==> config.mk <==
export PLATFORM = sky130hd
export DESIGN_NAME = tx_link_ctrl
export DESIGN_NICKNAME = d
export VERILOG_FILES = /design/src/rtl/tx_link_ctrl.sv
export SDC_FILE = /design/constraint.sdc
export NUM_CORES = 1
export LEC_CHECK = 0
export CAP_MARGIN = 15
export CORE_UTILIZATION = 48
export DETAILED_ROUTE_END_ITERATION = 6
export PLACE_DENSITY_LB_ADDON = 0.12
export SETUP_SLACK_MARGIN = 0.05
export SYNTH_ARGS = -nofsm -noshare
export SYNTH_HDL_FRONTEND = slang
export SYNTH_SLANG_ARGS = --single-unit
==> constraint.sdc <==
create_clock -name clk -period 7.02 [get_ports clk]
set_input_delay 2.106 -clock clk [delete_from_list [all_inputs] [get_ports clk]]
set_output_delay 2.106 -clock clk [all_outputs]
set_load 0.02 [all_outputs]
==> src/rtl/tx_link_ctrl.sv <==
// Purpose : transmitter-side link sequencer (elec idle -> comma training -> data with SKP insertion).
// Latency : IDLE->TRAIN takes 1 cycle; data words appear at the slot boundary that follows their txReady cycle.
// Backpres: txReady is a one-cycle offer per data slot; if txValid is low then, a COMMA fill word goes out instead.
//
// Ports   : clk/rst/enb       - clock, sync active-high reset, clock enable (rst wins over enb)
//           start, cfgS       - link up/down request level, lane width config (sampled only in IDLE)
//           txValid/txData    - upstream word handshake, txReady pulse marks the accepting cycle
//           dataS, K, TxElecIdle, dataIn/dataIn16/dataIn32 - registered transmitter controls
//           linkUp            - high while in DATA
//           wordCount/skpCount- statistics, built only when TX_STATS_EN is defined (else tied to 0)
module tx_link_ctrl #(
    parameter int         TRAIN_WORDS  = 16,
    parameter int         SKP_INTERVAL = 32,
    parameter logic [7:0] COMMA        = 8'hBC,
    parameter logic [7:0] SKP          = 8'h1C
) (
    input  logic        clk,
    input  logic        rst,
    input  logic        enb,
    input  logic        start,
    input  logic [1:0]  cfgS,
    input  logic        txValid,
    input  logic [31:0] txData,
    output logic        txReady,
    output logic [1:0]  dataS,
    output logic        K,
    output logic        TxElecIdle,
    output logic [7:0]  dataIn,
    output logic [15:0] dataIn16,
    output logic [31:0] dataIn32,
    output logic        linkUp,
    output logic [15:0] wordCount,
    output logic [15:0] skpCount
);

    localparam logic [1:0] IDLE  = 2'd0;
    localparam logic [1:0] TRAIN = 2'd1;
    localparam logic [1:0] DATA  = 2'd2;

    logic [1:0]  state;
    logic [5:0]  slotCnt;
    logic [7:0]  trainCnt;
    logic [7:0]  posCnt;
    logic [31:0] word;

    logic [5:0]  slotLast;
    logic        atBoundary;
    logic        preBoundary;
    logic        trainDone;
    logic [7:0]  posNext;
    logic        skpNext;
    logic        loadSkp;
    logic        loadData;
    logic [31:0] slotWord;

    // Same symbol on every active lane, zero above the configured width.
    function automatic logic [31:0] symWord(input logic [7:0] sym, input logic [1:0] sel);
        case (sel)
            2'b00:   return {24'd0, sym};
            2'b01:   return {16'd0, sym, sym};
            default: return {sym, sym, sym, sym};
        endcase
    endfunction

    function automatic logic [31:0] maskWord(input logic [31:0] w, input logic [1:0] sel);
        case (sel)
            2'b00:   return {24'd0, w[7:0]};
            2'b01:   return {16'd0, w[15:0]};
            default: return w;
        endcase
    endfunction

    // Slot is 10 bit-clocks per byte lane in use.
    always_comb begin
        case (dataS)
            2'b00:   slotLast = 6'd9;
            2'b01:   slotLast = 6'd19;
            default: slotLast = 6'd39;
        endcase
    end

    assign atBoundary  = (slotCnt == slotLast);
    assign preBoundary = (slotCnt == slotLast - 6'd1);
    assign trainDone   = (trainCnt == 8'(TRAIN_WORDS - 1));
    // posCnt names the slot currently on the wire; posNext is the slot about to be loaded.
    // Entering DATA always loads position 0, which can never be the SKP slot.
    assign posNext     = (posCnt == 8'(SKP_INTERVAL - 1)) ? 8'd0 : posCnt + 8'd1;
    assign skpNext     = (state == DATA) && (posNext == 8'(SKP_INTERVAL - 1));
    assign loadSkp     = skpNext;
    assign loadData    = !loadSkp && txReady && txValid;
    assign slotWord    = loadSkp  ? symWord(SKP, dataS) :
                         loadData ? maskWord(txData, dataS) :
                                    symWord(COMMA, dataS);

    always_ff @(posedge clk) begin
        if (rst) begin
            state      <= IDLE;
            slotCnt    <= 6'd0;
            trainCnt   <= 8'd0;
            posCnt     <= 8'd0;
            word       <= 32'd0;
            dataS      <= 2'b00;
            K          <= 1'b0;
            TxElecIdle <= 1'b1;
            txReady    <= 1'b0;
            linkUp     <= 1'b0;
        end else if (enb) begin
            txReady <= 1'b0;
            case (state)
                IDLE: begin
                    dataS      <= cfgS;
                    slotCnt    <= 6'd0;
                    linkUp     <= 1'b0;
                    if (start) begin
                        // dataS updates on this same edge, so size the first comma from cfgS.
                        state      <= TRAIN;
                        trainCnt   <= 8'd0;
                        TxElecIdle <= 1'b0;
                        K          <= 1'b1;
                        word       <= symWord(COMMA, cfgS);
                    end else begin
                        TxElecIdle <= 1'b1;
                        K          <= 1'b0;
                        word       <= 32'd0;
                    end
                end
                TRAIN, DATA: begin
                    if (atBoundary) begin
                        slotCnt <= 6'd0;
                        if (!start) begin
                            // Link drop takes priority over any SKP or data load.
                            state      <= IDLE;
                            TxElecIdle <= 1'b1;
                            K          <= 1'b0;
                            word       <= 32'd0;
                            linkUp     <= 1'b0;
                        end else if (state == DATA || trainDone) begin
                            state  <= DATA;
                            linkUp <= 1'b1;
                            posCnt <= (state == DATA) ? posNext : 8'd0;
                            word   <= slotWord;
                            K      <= !loadData;
                        end else begin
                            trainCnt <= trainCnt + 8'd1;
                        end
                    end else begin
                        slotCnt <= slotCnt + 6'd1;
                        // Offer the upcoming slot one cycle before it is loaded.
                        if (preBoundary && start && ((state == DATA && !skpNext) ||
                                                     (state == TRAIN && trainDone)))
                            txReady <= 1'b1;
                    end
                end
                default: state <= IDLE;
            endcase
        end
    end

    assign dataIn   = word[7:0];
    assign dataIn16 = word[15:0];
    assign dataIn32 = word;

`ifdef TX_STATS_EN
    logic        loadSlot;
    logic [15:0] wordCnt;
    logic [15:0] skpCnt;

    assign loadSlot = (state != IDLE) && atBoundary && start && (state == DATA || trainDone);

    always_ff @(posedge clk) begin
        if (rst) begin
            wordCnt <= 16'd0;
            skpCnt  <= 16'd0;
        end else if (enb && loadSlot) begin
            if (loadData) wordCnt <= wordCnt + 16'd1;
            if (loadSkp)  skpCnt  <= skpCnt + 16'd1;
        end
    end

    assign wordCount = wordCnt;
    assign skpCount  = skpCnt;
`else
    assign wordCount = 16'd0;
    assign skpCount  = 16'd0;
`endif

endmodule

## Yosys cells after proc, flatten, opt, wreduce, memory -nomap -nowiden

Index checks and enable logic that the tools add are counted.

- Multiplexer cells: 42
- Eq/ne operators: 15
- Add/sub/neg operators: 4
- Reduce and logical (&&, ||, !) cells: 23

Operator list:

| kind | count |
|---|---|
| case mux 32 bit (2 select lines) | 4 |
| 2-to-1 mux 32 bit | 6 |
| case mux 29 bit (2 select lines) | 1 |
| 2-to-1 mux 8 bit | 6 |
| case mux 6 bit (2 select lines) | 2 |
| adder 8 x 1 -> 8 bit, second input constant | 2 |
| equality test 8 x 5 -> 1 bit, second input constant | 2 |
| case mux 8 bit (2 select lines) | 1 |
| 2-to-1 mux 1 bit | 13 |
| equality test 6 bit | 2 |
| AND reduction 4 bit | 3 |
| inequality test 2 bit, second input constant | 5 |
| equality test 8 x 4 -> 1 bit, second input constant | 1 |
| 2-to-1 mux 2 bit | 4 |
| logical AND 1 bit | 7 |
| adder 6 x 1 -> 6 bit, second input constant | 1 |
| equality test 2 x 1 -> 1 bit, second input constant | 3 |
| logical NOT 2 bit | 3 |
| 2-to-1 mux 6 bit | 1 |
| case mux 1 bit (2 select lines) | 3 |
| AND reduction 6 bit | 1 |
| subtractor 6 x 1 -> 6 bit, second input constant | 1 |
| AND reduction 5 bit | 1 |
| case mux 2 bit (2 select lines) | 1 |
| other kinds (7) | 10 |

- Output and inout bits: 94
- Input port bits: 39
- Logic and storage cells: 94
- Register bits after elaboration: 62

## Logic depth before layout (Yosys ltp)

- Depth in word-level cells: 13
- Depth in mapped cells: 10
- Depth with buffers taken out: 7

## Worst setup path before layout

Ideal clock, no wire load.

- Path kind: input to register
- Start: input port start
- End: register word[18], in the netlist dataIn32[18]
- Arrival: 3.912 ns
- Required time: 6.904 ns
- Buffers on the path: 4
- Path slack: 2.991 ns
- Cell stages on the path: 8
- Library setup time: 0.116 ns
- Cell sequence: clkbuf_1 > and2_1 > buf_1 > a221o_1 > buf_2 > or4_1 > buf_2 > o211a_1

- Word-level cells in the longest chain between the ends: 3
- Elaborated cells between the ends (all ways): 6
- Classes of those cells: 1 x eq/ne; 4 x mux; 1 x reduce/logical

Ends and longest elaborated chain:

| what | line | source |
|---|---|---|
| start, declared | 20 | `input logic start,` |
| 2-to-1 mux 32 bit | 130 | `if (!start) begin` |
| 2-to-1 mux 32 bit | 128 | `if (atBoundary) begin` |
| case mux 32 bit (2 select lines) | 109 | `case (state)` |
| end signal, assigned | 120 | `word <= symWord(COMMA, cfgS);` |
| end signal, assigned | 141 | `word <= slotWord;` |
| end, declared | 44 | `logic [31:0] word;` |

Parallel ways exist; a longest one is shown, timed or not. The select of a mux whose other input is x is not followed.
A chain may end at the register's enable or synchronous reset.

## Worst setup path in the final report

- Start: input port start
- End: register word[19], in the netlist dataIn32[19]

The elaborated chain is that of the path after synthesis.

==> impl_metrics.env <==
export IMPL_port_buffer_count=100
export IMPL_grt_pass1_wl_um=14170
export IMPL_clk_pin_slew_ns=0.07
export IMPL_cts_tree="built"
export IMPL_hold_violations=0
export IMPL_rsz0062_at_grt="no"
export IMPL_rows=30
export IMPL_seqPwrFrac_pct=43.0
export IMPL_start_kind="primary input"
export IMPL_drive_gt1_share_pct=4.733
export IMPL_synth_seq_area_share_pct=35.37
export IMPL_max_slew_margin_pct=33.48
export IMPL_hold_path_class="reg2reg"
export IMPL_p_clk_share_pct=35.9
export IMPL_vias_per_cell=5.579
export IMPL_place_area_um2=4245
export IMPL_gp_congestion=0.8129
export IMPL_switchingPower_uw=256.5
export IMPL_final_util_pct=64.02
export IMPL_cap_violations=0
export IMPL_num_antenna_cells=0
export IMPL_area_growth_pct=26.67
export IMPL_fin_ws_ns=2.518
export IMPL_die_area_um2=7658
export IMPL_synthTopCellsByArea="dfxtp_1, buf_4, a21oi_1, nand2_1, ha_1"
export IMPL_first_pass_iters=4
export IMPL_comb_power_share_pct=21.1
export IMPL_grt_max_degree=33
export IMPL_clk_path_buf_depth=2
export IMPL_vias=3247
export IMPL_routed_wl_um=8954
export IMPL_max_freq_mhz=222.1
export IMPL_setup_viol=0
export IMPL_critPathKind="in2reg"
export IMPL_status="finished clean"
export IMPL_internal_power_uw=631.6
export IMPL_dieWidth_um=87.51
export IMPL_async_reset_ff_share_pct=0
export IMPL_avgSynthCellArea_um2=8.396
export IMPL_fin_crit_sh_pct=64.13
export IMPL_ys_flop_type="dfxtp_1"
export IMPL_post_route_drc_count=0
export IMPL_final_area_um2=4446
export IMPL_cp_data_arrival_time_ns=4.73
export IMPL_die_h_um=87.51
export IMPL_crit_path_start="start"
export IMPL_fin_skew_ns=0.006207
export IMPL_crit_required_ns=7.25
export IMPL_ff2ff_path_depth=6
export IMPL_core_um2=6944
export IMPL_post_drt_wl_per_cell_um=15.38
export IMPL_antenna_found_initial=0
export IMPL_synth_area_um2=3510
export IMPL_grt_overflow_total=0
export IMPL_synth_most_common_cell="dfxtp_1"
export IMPL_synth_top_area_share_pct=35.37
export IMPL_place_detailed_hpwl_um=6616
export IMPL_cts_sinks=62
export IMPL_postRouteAntennaNets=0
export IMPL_synthTopCellsByCount="dfxtp_1, buf_4, a21oi_1"
export IMPL_synth_edf_count=0
export IMPL_hold_end="K"
export IMPL_htreeDepth=3
export IMPL_hold_buffers=0
export IMPL_cts_root_buffer="clkbuf_8"
export IMPL_slew_viol_final=0
export IMPL_whs_path_depth=2
export IMPL_cts_buffers=9
export IMPL_nFillCells=634
export IMPL_path_max_fanout=27
export IMPL_dp_slack_ns=2.170
export IMPL_drt_initial_drc_count=179
export IMPL_period_minus_slack_ns=4.502
export IMPL_yosysWarnings=0
export IMPL_grt_usage_pct=23.78
export IMPL_r2r_end="dataIn32[19]"
export IMPL_postSynthCellCount=418
export IMPL_tns_ns=0
export IMPL_grt_pass1_vias=2837
export IMPL_synth_top_cell_by_area="dfxtp_1"
export IMPL_power_density_nw_per_um2=199.8
export IMPL_power_leakage_uw=0.001658
export IMPL_synth_distinct_cells=52
export IMPL_ir_drop_uv=99.69
export IMPL_hp_start="K"
export IMPL_cts_setup_buffers=0
export IMPL_r2r_start="state[0]"
export IMPL_r2r_slack_ns=4.04
export IMPL_worstMarginPinSlew_ns=0.9968
export IMPL_power_share_switching_pct=28.88
export IMPL_initial_core_util_pct=50.54
export IMPL_fin_nets=528
export IMPL_synth_seq_cells=62
export IMPL_io_pins=133
export IMPL_power_uw=888.1
export IMPL_worstSetupEndpointType="flop"
export IMPL_post_cts_resized=0
export IMPL_clock_latency_ns=0.34
## state kept, by name (all words and copies together) (netlist names)
signal / flops
dataIn32: 32
posCnt: 8
trainCnt: 8
slotCnt: 6
dataS: 2
state: 2
K: 1
TxElecIdle: 1
linkUp: 1
txReady: 1
## stage by stage
stage	hold slack [ns]	cells
4_1_cts	0.4845	582
3_5_place_dp	0.4652	566
2_1_floorplan	0.4563	449
6_report	0.4797	582
3_3_place_gp	0.4609	566
5_1_grt	0.5047	582
## routing by layer
metal	wire, µm	global-route usage (%)	share of wire (%)
met3	543	4.455	6.1
met1	4035	32.26	45
met5	0	0	0
met2	4287	38.21	48
met4	88	7.750	0.98
## worst max-delay path, cell delays in order
cell and delay [ns]:
clkdlybuf4s50_1 0.58, and2_1 0.36, a221o_1 0.68, or4_1 0.74
o211a_1 0.25
## worst max-delay path by stage
stage	endpoint	cells past startpoint	slack, ns
after floorplan	dataIn32[18]	8	2.99
after global placement	dataIn32[28]	5	2.24
after detailed placement	dataIn32[19]	5	2.17
after CTS	dataIn32[27]	5	2.54
after global routing	dataIn32[20]	5	2.36
final	dataIn32[19]	5	2.52
## layout make-up
type	instances	area [µm²]	area share [%]
Sequential cell	62	1241	27.92
Multi-Input combinational cell	298	1838	41.35
Clock buffer	12	155.1	3.490
Inverter	8	30.03	0.6755
Clock inverter	4	45.04	1.013
Tap cell	96	120.1	2.702
Timing Repair Buffer	102	1016	22.85
## cells by family (layout without fill, tap and decap cells)
group	count (synthesis)	after routing	synth area share [%]
compound gates	135	135	26.60
simple gates	119	119	18.50
other cells	1	32	0.1068
flops	62	62	35.37
xor+xnor	4	4	0.9984
fa+ha+maj	8	8	2.852
buf+inv	89	126	15.58
## power groups by stage
stage | Combinational [µW] | Clock [µW] | Sequential [µW]
after CTS | 187 | 326 | 382
after global routing | 201 | 341 | 384
after floorplan | 111 | 0 | 406
after detailed placement | 187 | 0 | 390
after global placement | 185 | 0 | 390
final | 187 | 319 | 382
## layout by cell type, fill, tap and decap left out, types with 7 or more instances in the layout
cell type        instances
clkdlybuf4s50_1        100
dfxtp_1                 62
a21oi_1                 42
conb_1                  32
nand2_1                 31
nand3_1                 19
o21ai_0                 18
nor2_1                  16
o211ai_1                11
clkbuf_8                11
a211oi_1                10
o2bb2ai_1                9
o211a_1                  9
nand4_1                  9
ha_1                     8
inv_1                    7
or4_1                    7
Power figures use the tool's default switching activity.
